<file path="config.mk">
export PLATFORM = sky130hd
export DESIGN_NAME = trace_capture_unit_flat
export DESIGN_NICKNAME = d
export VERILOG_FILES = /design/src/rtl/trace_pkg.sv /design/src/rtl/trace_capture_unit_if.sv /design/src/rtl/trace_fifo_2w1r.sv /design/src/rtl/trace_capture_unit.sv /design/src/flat_wrapper.sv
export SDC_FILE = /design/constraint.sdc
export NUM_CORES = 2
export LEC_CHECK = 0
export ABC_CLOCK_PERIOD_IN_PS = 14860
export BUFFER_PORTS_ARGS = -buffer_cell sky130_fd_sc_hd__buf_4
export CAP_MARGIN = 20
export CELL_PAD_IN_SITES_DETAIL_PLACEMENT = 0
export CELL_PAD_IN_SITES_GLOBAL_PLACEMENT = 2
export CORE_ASPECT_RATIO = 1.75
export CORE_MARGIN = 3
export CORE_UTILIZATION = 45
export CTS_CLUSTER_DIAMETER = 50
export DETAILED_ROUTE_END_ITERATION = 10
export HOLD_SLACK_MARGIN = 0.02
export PLACE_DENSITY = 0.9
export SETUP_SLACK_MARGIN = 0.5
export SKIP_LAST_GASP = 1
export SYNTH_ARGS = -nofsm -noshare
export SYNTH_HDL_FRONTEND = slang
export SYNTH_SLANG_ARGS = --single-unit
</file>
<file path="constraint.sdc">
create_clock -name clk -period 14.86 [get_ports clk]
set_input_delay 2.972 -clock clk [delete_from_list [all_inputs] [get_ports clk]]
set_output_delay 2.972 -clock clk [all_outputs]
set_load 0.005 [all_outputs]
</file>
<file path="src/rtl/trace_pkg.sv">
// Trace record layout and shared constants for trace_capture_unit.
package trace_pkg;

  localparam int unsigned TRACE_REC_WIDTH = 64;
  localparam int unsigned SEQ_WIDTH       = 9;

  typedef enum logic {
    TRACE_REG = 1'b0,
    TRACE_MEM = 1'b1
  } trace_type_e;

  typedef struct packed {
    trace_type_e          rtype;
    logic [3:0]           thread;
    logic [3:0]           be;
    logic [13:0]          addr;
    logic [SEQ_WIDTH-1:0] seq;
    logic [31:0]          data;
  } trace_rec_t;

  function automatic trace_rec_t pack_rec(
    input trace_type_e          rtype,
    input logic [3:0]           thread,
    input logic [3:0]           be,
    input logic [13:0]          addr,
    input logic [SEQ_WIDTH-1:0] seq,
    input logic [31:0]          data
  );
    trace_rec_t r;
    r.rtype  = rtype;
    r.thread = thread;
    r.be     = be;
    r.addr   = addr;
    r.seq    = seq;
    r.data   = data;
    return r;
  endfunction

endpackage

</file>
<file path="src/rtl/trace_capture_unit_if.sv">
// Trace record stream (valid/ready) from the capture unit to its consumer.
interface trace_capture_unit_if;

  logic                                  o_trace_valid;
  logic                                  i_trace_ready;
  logic [trace_pkg::TRACE_REC_WIDTH-1:0] o_trace_data;

  modport master (
    output o_trace_valid,
    output o_trace_data,
    input  i_trace_ready
  );

  modport slave (
    input  o_trace_valid,
    input  o_trace_data,
    output i_trace_ready
  );

endinterface

</file>
<file path="src/rtl/trace_fifo_2w1r.sv">
// Record FIFO: two ordered write ports per cycle and a registered head (read) port.
module trace_fifo_2w1r #(
  parameter int unsigned DEPTH = 16,
  parameter int unsigned WIDTH = 64
) (
  input  logic                     clk,
  input  logic                     reset_n,
  input  logic                     i_we0,
  input  logic [WIDTH-1:0]         i_wd0,
  input  logic                     i_we1,
  input  logic [WIDTH-1:0]         i_wd1,
  input  logic                     i_pop,
  output logic                     o_valid,
  output logic [WIDTH-1:0]         o_data,
  output logic [$clog2(DEPTH):0]   o_free
);

  localparam int unsigned AW = $clog2(DEPTH);

  logic [WIDTH-1:0] r_mem [DEPTH];
  logic [AW:0]      r_wr_ptr;
  logic [AW:0]      r_rd_ptr;
  logic             r_valid;
  logic [WIDTH-1:0] r_data;

  logic [AW:0]      w_wr_ptr1;
  logic [AW:0]      w_wr_nxt;
  logic [AW:0]      w_rd_nxt;
  logic [AW:0]      w_count;
  logic             w_full;
  logic             w_empty_nxt;
  logic             w_pop;
  logic [AW-1:0]    w_head_idx;
  logic [WIDTH-1:0] w_head_nxt;

  assign w_pop       = i_pop & r_valid;
  assign w_count     = r_wr_ptr - r_rd_ptr;
  assign w_full      = (r_wr_ptr[AW] != r_rd_ptr[AW]) &&
                       (r_wr_ptr[AW-1:0] == r_rd_ptr[AW-1:0]);
  assign o_free      = (w_full ? '0 : ((AW+1)'(DEPTH) - w_count)) + (AW+1)'(w_pop);

  assign w_wr_ptr1   = r_wr_ptr + (AW+1)'(1);
  assign w_wr_nxt    = r_wr_ptr + (AW+1)'(i_we0) + (AW+1)'(i_we0 & i_we1);
  assign w_rd_nxt    = r_rd_ptr + (AW+1)'(w_pop);
  assign w_empty_nxt = (w_wr_nxt == w_rd_nxt);
  assign w_head_idx  = w_rd_nxt[AW-1:0];

  // The head register must see a record written this same edge, so bypass the array.
  always_comb begin
    w_head_nxt = r_mem[w_head_idx];
    if (i_we0 && (r_wr_ptr[AW-1:0] == w_head_idx)) begin
      w_head_nxt = i_wd0;
    end else if (i_we0 && i_we1 && (w_wr_ptr1[AW-1:0] == w_head_idx)) begin
      w_head_nxt = i_wd1;
    end
  end

  always_ff @(posedge clk) begin
    if (i_we0) begin
      r_mem[r_wr_ptr[AW-1:0]] <= i_wd0;
    end
    if (i_we0 && i_we1) begin
      r_mem[w_wr_ptr1[AW-1:0]] <= i_wd1;
    end
  end

  always_ff @(posedge clk or negedge reset_n) begin
    if (!reset_n) begin
      r_wr_ptr <= '0;
      r_rd_ptr <= '0;
      r_valid  <= 1'b0;
      r_data   <= '0;
    end else begin
      r_wr_ptr <= w_wr_nxt;
      r_rd_ptr <= w_rd_nxt;
      r_valid  <= !w_empty_nxt;
      r_data   <= w_empty_nxt ? '0 : w_head_nxt;
    end
  end

  assign o_valid = r_valid;
  assign o_data  = r_data;

endmodule

</file>
<file path="src/rtl/trace_capture_unit.sv">
// Converts register/memory commit events into sequenced 64-bit trace records.
// Optional thread filter: define TRACE_THREAD_FILTER_EN to add i_thread_mask.
module trace_capture_unit
  import trace_pkg::*;
#(
  parameter int unsigned DEPTH          = 16,
  parameter int unsigned DROP_CNT_WIDTH = 16
) (
  input  logic                      clk,
  input  logic                      reset_n,
  input  logic                      i_capture_en,
  input  logic                      i_regfile_wr_en,
  input  logic [4:0]                i_regfile_wr_addr,
  input  logic [31:0]               i_regfile_wr_data,
  input  logic [3:0]                i_thread_index_wb,
  input  logic [3:0]                i_dmem_write_enable,
  input  logic [13:0]               i_dmem_addr,
  input  logic [31:0]               i_dmem_write_data,
  input  logic [3:0]                i_thread_index_wrmem,
`ifdef TRACE_THREAD_FILTER_EN
  input  logic [15:0]               i_thread_mask,
`endif
  trace_capture_unit_if.master      trace,
  output logic                      o_overflow,
  output logic [DROP_CNT_WIDTH-1:0] o_drop_count
);

  localparam int unsigned AW = $clog2(DEPTH);

  logic [SEQ_WIDTH-1:0]        r_seq;
  logic [DROP_CNT_WIDTH-1:0]   r_drop_count;
  logic                        r_overflow;

  logic                        w_mask_wb;
  logic                        w_mask_mem;
  logic                        w_reg_evt;
  logic                        w_mem_evt;
  logic [1:0]                  w_n_evt;
  logic [1:0]                  w_n_drop;
  trace_rec_t                  w_reg_rec;
  trace_rec_t                  w_mem_rec;
  logic                        w_we0;
  logic                        w_we1;
  logic [TRACE_REC_WIDTH-1:0]  w_wd0;
  logic [TRACE_REC_WIDTH-1:0]  w_wd1;
  logic                        w_valid;
  logic [TRACE_REC_WIDTH-1:0]  w_data;
  logic                        w_pop;
  logic [AW:0]                 w_free;
  logic [DROP_CNT_WIDTH:0]     w_drop_sum;

`ifdef TRACE_THREAD_FILTER_EN
  assign w_mask_wb  = i_thread_mask[i_thread_index_wb];
  assign w_mask_mem = i_thread_mask[i_thread_index_wrmem];
`else
  assign w_mask_wb  = 1'b1;
  assign w_mask_mem = 1'b1;
`endif

  assign w_reg_evt = i_capture_en & i_regfile_wr_en & w_mask_wb;
  assign w_mem_evt = i_capture_en & (|i_dmem_write_enable) & w_mask_mem;
  assign w_n_evt   = {1'b0, w_reg_evt} + {1'b0, w_mem_evt};

  assign w_reg_rec = pack_rec(TRACE_REG, i_thread_index_wb, 4'hF,
                              {9'd0, i_regfile_wr_addr}, r_seq, i_regfile_wr_data);
  assign w_mem_rec = pack_rec(TRACE_MEM, i_thread_index_wrmem, i_dmem_write_enable,
                              i_dmem_addr, r_seq + SEQ_WIDTH'(w_reg_evt), i_dmem_write_data);

  assign w_pop = w_valid & trace.i_trace_ready;

  // Port 0 always carries the oldest event so a single free slot keeps the reg record.
  always_comb begin
    w_we0    = 1'b0;
    w_we1    = 1'b0;
    w_wd0    = w_reg_rec;
    w_wd1    = w_mem_rec;
    w_n_drop = 2'd0;
    if (w_reg_evt && w_mem_evt) begin
      if (w_free >= (AW+1)'(2)) begin
        w_we0 = 1'b1;
        w_we1 = 1'b1;
      end else if (w_free == (AW+1)'(1)) begin
        w_we0    = 1'b1;
        w_n_drop = 2'd1;
      end else begin
        w_n_drop = 2'd2;
      end
    end else if (w_reg_evt || w_mem_evt) begin
      w_wd0 = w_reg_evt ? w_reg_rec : w_mem_rec;
      if (w_free != '0) begin
        w_we0 = 1'b1;
      end else begin
        w_n_drop = 2'd1;
      end
    end
  end

  assign w_drop_sum = {1'b0, r_drop_count} + (DROP_CNT_WIDTH+1)'(w_n_drop);

  always_ff @(posedge clk or negedge reset_n) begin
    if (!reset_n) begin
      r_seq        <= '0;
      r_drop_count <= '0;
      r_overflow   <= 1'b0;
    end else begin
      r_seq <= r_seq + SEQ_WIDTH'(w_n_evt);
      if (w_n_drop != 2'd0) begin
        r_overflow   <= 1'b1;
        r_drop_count <= w_drop_sum[DROP_CNT_WIDTH] ? '1 : w_drop_sum[DROP_CNT_WIDTH-1:0];
      end
    end
  end

  trace_fifo_2w1r #(
    .DEPTH (DEPTH),
    .WIDTH (TRACE_REC_WIDTH)
  ) u_fifo (
    .clk     (clk),
    .reset_n (reset_n),
    .i_we0   (w_we0),
    .i_wd0   (w_wd0),
    .i_we1   (w_we1),
    .i_wd1   (w_wd1),
    .i_pop   (w_pop),
    .o_valid (w_valid),
    .o_data  (w_data),
    .o_free  (w_free)
  );

  assign trace.o_trace_valid = w_valid;
  assign trace.o_trace_data  = w_data;
  assign o_overflow          = r_overflow;
  assign o_drop_count        = r_drop_count;

endmodule

</file>
<file path="src/flat_wrapper.sv">
// flat-port wrapper written by rule: the top's interface ports become plain ports
module trace_capture_unit_flat import trace_pkg::*;
#(
  parameter int unsigned DEPTH          = 16,
  parameter int unsigned DROP_CNT_WIDTH = 16
)
  (clk, reset_n, i_capture_en, i_regfile_wr_en, i_regfile_wr_addr, i_regfile_wr_data, i_thread_index_wb, i_dmem_write_enable, i_dmem_addr, i_dmem_write_data, i_thread_index_wrmem, o_overflow, o_drop_count, trace_o_trace_valid, trace_o_trace_data, trace_i_trace_ready);
  trace_capture_unit_if trace_i ();
  input  logic clk;
  input  logic reset_n;
  input  logic i_capture_en;
  input  logic i_regfile_wr_en;
  input  logic [4:0] i_regfile_wr_addr;
  input  logic [31:0] i_regfile_wr_data;
  input  logic [3:0] i_thread_index_wb;
  input  logic [3:0] i_dmem_write_enable;
  input  logic [13:0] i_dmem_addr;
  input  logic [31:0] i_dmem_write_data;
  input  logic [3:0] i_thread_index_wrmem;
  output logic o_overflow;
  output logic [DROP_CNT_WIDTH-1:0] o_drop_count;
  output wire logic [$bits(trace_i.o_trace_valid)-1:0] trace_o_trace_valid;
  output wire logic [$bits(trace_i.o_trace_data)-1:0] trace_o_trace_data;
  input wire logic [$bits(trace_i.i_trace_ready)-1:0] trace_i_trace_ready;
  assign trace_o_trace_valid = trace_i.o_trace_valid;
  assign trace_o_trace_data = trace_i.o_trace_data;
  assign trace_i.i_trace_ready = trace_i_trace_ready;
  trace_capture_unit #(.DEPTH(DEPTH), .DROP_CNT_WIDTH(DROP_CNT_WIDTH)) u_core (.clk(clk), .reset_n(reset_n), .i_capture_en(i_capture_en), .i_regfile_wr_en(i_regfile_wr_en), .i_regfile_wr_addr(i_regfile_wr_addr), .i_regfile_wr_data(i_regfile_wr_data), .i_thread_index_wb(i_thread_index_wb), .i_dmem_write_enable(i_dmem_write_enable), .i_dmem_addr(i_dmem_addr), .i_dmem_write_data(i_dmem_write_data), .i_thread_index_wrmem(i_thread_index_wrmem), .trace(trace_i), .o_overflow(o_overflow), .o_drop_count(o_drop_count));
endmodule
</file>
==> summary.txt <==
Cells and area
  • Layout area overhead: 11.2%
  • Final nets: ~4200
  • Final Util: 0.506
  • Post-Layout Cell Count: roughly 5800
  • Filler cells: 10551
  • Share of cells above drive strength 1: 0.199
  • Most common cell after layout, fill and taps aside: edfxtp_1
  • Commonest cells after routing, fill and taps aside: 1008 x edfxtp_1, 672 x a22o_1, 304 x buf_4
  • Multi-input logic area: 21800 um^2
  • Register area: about 33000 um^2

Floorplanning
  • Site row count: between 150 and 200
  • Starting Density: 0.455
  • IO Pins: around 180
  • Core area: around 120000 um^2
  • Die area: ~130000 um^2
  • Die width: roughly 270 um
  • Die height: between 400 and 500 um

Synth
  • Synth area leader: edfxtp_1
  • Post-synthesis cell type count: 73
  • Gate Count Post-Synth: between 4000 and 5000
  • Post-synthesis cell area: 56600 um^2
  • Yosys warns: 0
  • Synth Net Count: about 4300
  • Synth top area share: 0.535
  • Post-synth ARST share: 0.0898
  • Synth Area per Inst: between 10 and 15 um^2
  • Number of synthesized flops with an enable pin: between 1000 and 1500
  • Area contributors post-synth: edfxtp_1 53%, a22o_1 11%, mux4_2 11%, dfrtp_1 4.5%, clkbuf_1 2.1%
  • Post-synthesis sequential area ratio: 0.585
  • #FFs+latches synth: 1125
  • Top FF cell, synth: edfxtp_1

Power
  • Sw Pwr: approximately 6.5 mW
  • Pwr/cell area: between 200 and 250 nW/um^2
  • Reg power frac: 0.320
  • Max IR drop VDD: approximately 0.42 mV
  • Post-route total power: between 15 and 20 mW
  • Net Sw Frac: 0.432
  • Clock power frac: 0.182
  • Combinational power share: 0.497
  • Pint: roughly 8.5 mW
  • P_leak: about 22 nW

Place
  • Routability congestion estimate: ~0.9
  • Post-Place Cells: roughly 5600
  • DP Wirelength: ~110000 um
  • Port buffer count: about 180

Timing
  • Relative slew slack: 0.232
  • Clock Skews: between 0.04 and 0.05 ns
  • Fin crit share: 0.531
  • RSZ-0062 raised after global routing: no
  • Slew Limit Fails: 0
  • Final setup viols: 0
  • Post-layout min period: between 7 and 8 ns
  • Achievable Freq: 0.127 GHz
  • Slew at the pin closest to its max-slew limit: about 1.2 ns
  • Final hold violations: 0
  • Setup tns final: 0 ns

Global route
  • GRT overflow: 0
  • First-pass GRT wire length: 286000 um
  • Largest net degree at the start of global routing: 99
  • Initial antenna violation count: 7
  • Vias in the first global route: between 40000 and 50000
  • Gr usage total: 0.303

Detailed routing
  • Routed length per placed instance: 34.3 um
  • Detailed Route WL: 199000 um
  • Vias/cell: approximately 7.0
  • DRC: 0
  • Initial drt markers: roughly 5000
  • First drt pass iteration count: 6
  • Via count: 40985
  • Routed Antenna Nets: 0

Clock network
  • CTS H-Tree Depth: 3
  • Root Buffer: clkbuf_16
  • Worst-path clk slew: 0.07 ns
  • Resize count post-CTS: 0
  • CTS tree: built
  • Hold Buf Count CTS: 0
  • Post-CTS Setup Repair Bufs: 0
  • Sink Count: ~1100
  • CTS buffer count: 104
  • Clock Path Buffers: 3
  • Clock Latency Late Sink: roughly 0.75 ns

Critical path
  • Setup crit end kind: flip-flop
  • Critical path arrival: 8.54 ns
  • Worst-path fanout max: 37
  • Crit Path Class: in -> reg
  • Kind of start point of the critical path: primary input
  • Required time worst endpoint: between 15 and 20 ns

Job
  • Maxcap violations: 0

Hold path
  • Worst hold-check path type: reg -> reg

Run status
  • Status: completed
==> layer usage <==
| layer | vias up | wire length (um) | GRT usage |
|---|---|---|---|
| met1 | 20701 | 65900 | 0.350 |
| li1 | 16496 | - | - |
| met2 | 2956 | 99600 | 0.522 |
| met4 | 2 | 14000 | 0.189 |
| met3 | 830 | 19800 | 0.0541 |
| met5 | - | 13 | 0 |
==> final cells by class <==
class	instances	share of cell area
multi-input combinational	2512	0.347
clock buffer	134	0.0449
inverter	32	0.00207
sequential	1125	0.526
clock inverter	62	0.00986
tap	1643	0.0327
timing repair buffer	309	0.0377
antenna	3	0.000119
==> power groups by stage <==
stage                     Combinational [mW]  Clock (mW)  Sequential [mW]
after global placement                  7.21           0             4.83
after floorplan                         4.73           0             4.80
after detailed placement                7.29           0             4.87
final                                   7.46        2.74             4.81
after CTS                               7.31        2.76             4.80
after global routing                    7.79        2.88             4.86
==> worst max-delay path, cell delays in order <==
cell and delay (ns):
buf_4 0.07, and2_1 0.25, ha_1 0.23, ha_1 0.18, nand2_1 0.08, nor2_1 0.17, xnor3_2 0.62, a21oi_1 0.84
nor2_1 0.13, fa_1 0.47, ha_1 0.22, xnor2_1 0.23, xnor2_1 0.09, nor3_1 0.21, and3_4 0.43, buf_4 0.72
nor3_1 0.15, buf_4 0.22, a32o_1 0.21
==> cell usage after synthesis (5+ instances only) <==
cell type,number
a21boi_0,37
a21oi_1,76
a22o_1,687
a22oi_1,5
a22oi_2,10
a31oi_1,78
a32o_1,11
a32oi_1,43
a41oi_1,7
and2_1,5
and2b_1,9
and3_1,78
and4_1,10
buf_1,49
buf_2,107
clkbuf_1,312
clkinv_1,5
dfrtp_1,101
dfxtp_1,16
edfxtp_1,1008
ha_1,23
inv_1,25
mux2i_1,42
mux4_2,266
nand2_1,297
nand3_1,35
nand4_1,24
nor2_1,286
nor2b_1,99
nor3_1,14
nor4_1,5
nor4_4,10
o21a_1,48
o21ai_0,50
o221ai_1,11
o22ai_1,120
o31ai_1,16
o41ai_1,6
xnor2_1,24
xor2_1,22
==> logic make-up after synthesis <==
logic type / synth area share
simple gates: 0.0750
buf+inv: 0.0368
mux: 0.114
fa+ha+maj: 0.00650
compound gates: 0.174
xor+xnor: 0.00933
flops: 0.585
==> stage by stage <==
step                      hold slack (ns)  worst slack [ns]  cell area (um^2)
after floorplan                     0.425              5.05             56600
after global placement              0.439              6.36             59400
after detailed placement            0.445              6.30             59400
after CTS                           0.454              7.09             62900
after global routing                0.480              6.67             62900
final                               0.457              6.96             63000
==> flip-flops by register name (all words and copies together) (netlist names) <==
| signal | flops |
|---|---|
| u_core.u_fifo.r_mem | 1024 |
| u_core.u_fifo.o_data | 64 |
| u_core.o_drop_count | 16 |
| u_core.r_seq | 9 |
| u_core.u_fifo.r_rd_ptr | 5 |
| u_core.u_fifo.r_wr_ptr | 5 |
| u_core.o_overflow | 1 |
| u_core.u_fifo.o_valid | 1 |
==> worst paths after layout <==
check | to | start | slack (ns) | cells past startpoint
min | u_core.u_fifo.r_mem[5][63] | u_core.u_fifo.r_mem[5][63] | 0.46 | 2
max in group asynchronous | u_core.u_fifo.o_data[58] | reset_n | 11.19 | 2
max reg2reg | u_core.u_fifo.o_data[52] | u_core.u_fifo.r_wr_ptr[2] | 7.30 | 21
max | u_core.u_fifo.o_data[52] | trace_i_trace_ready | 6.96 | 19
min reg2reg | u_core.u_fifo.r_mem[5][63] | u_core.u_fifo.r_mem[5][63] | 0.46 | 2
min in group asynchronous | u_core.o_drop_count[12] | reset_n | 2.23 | 1
(Power assumes the default switching activity.)
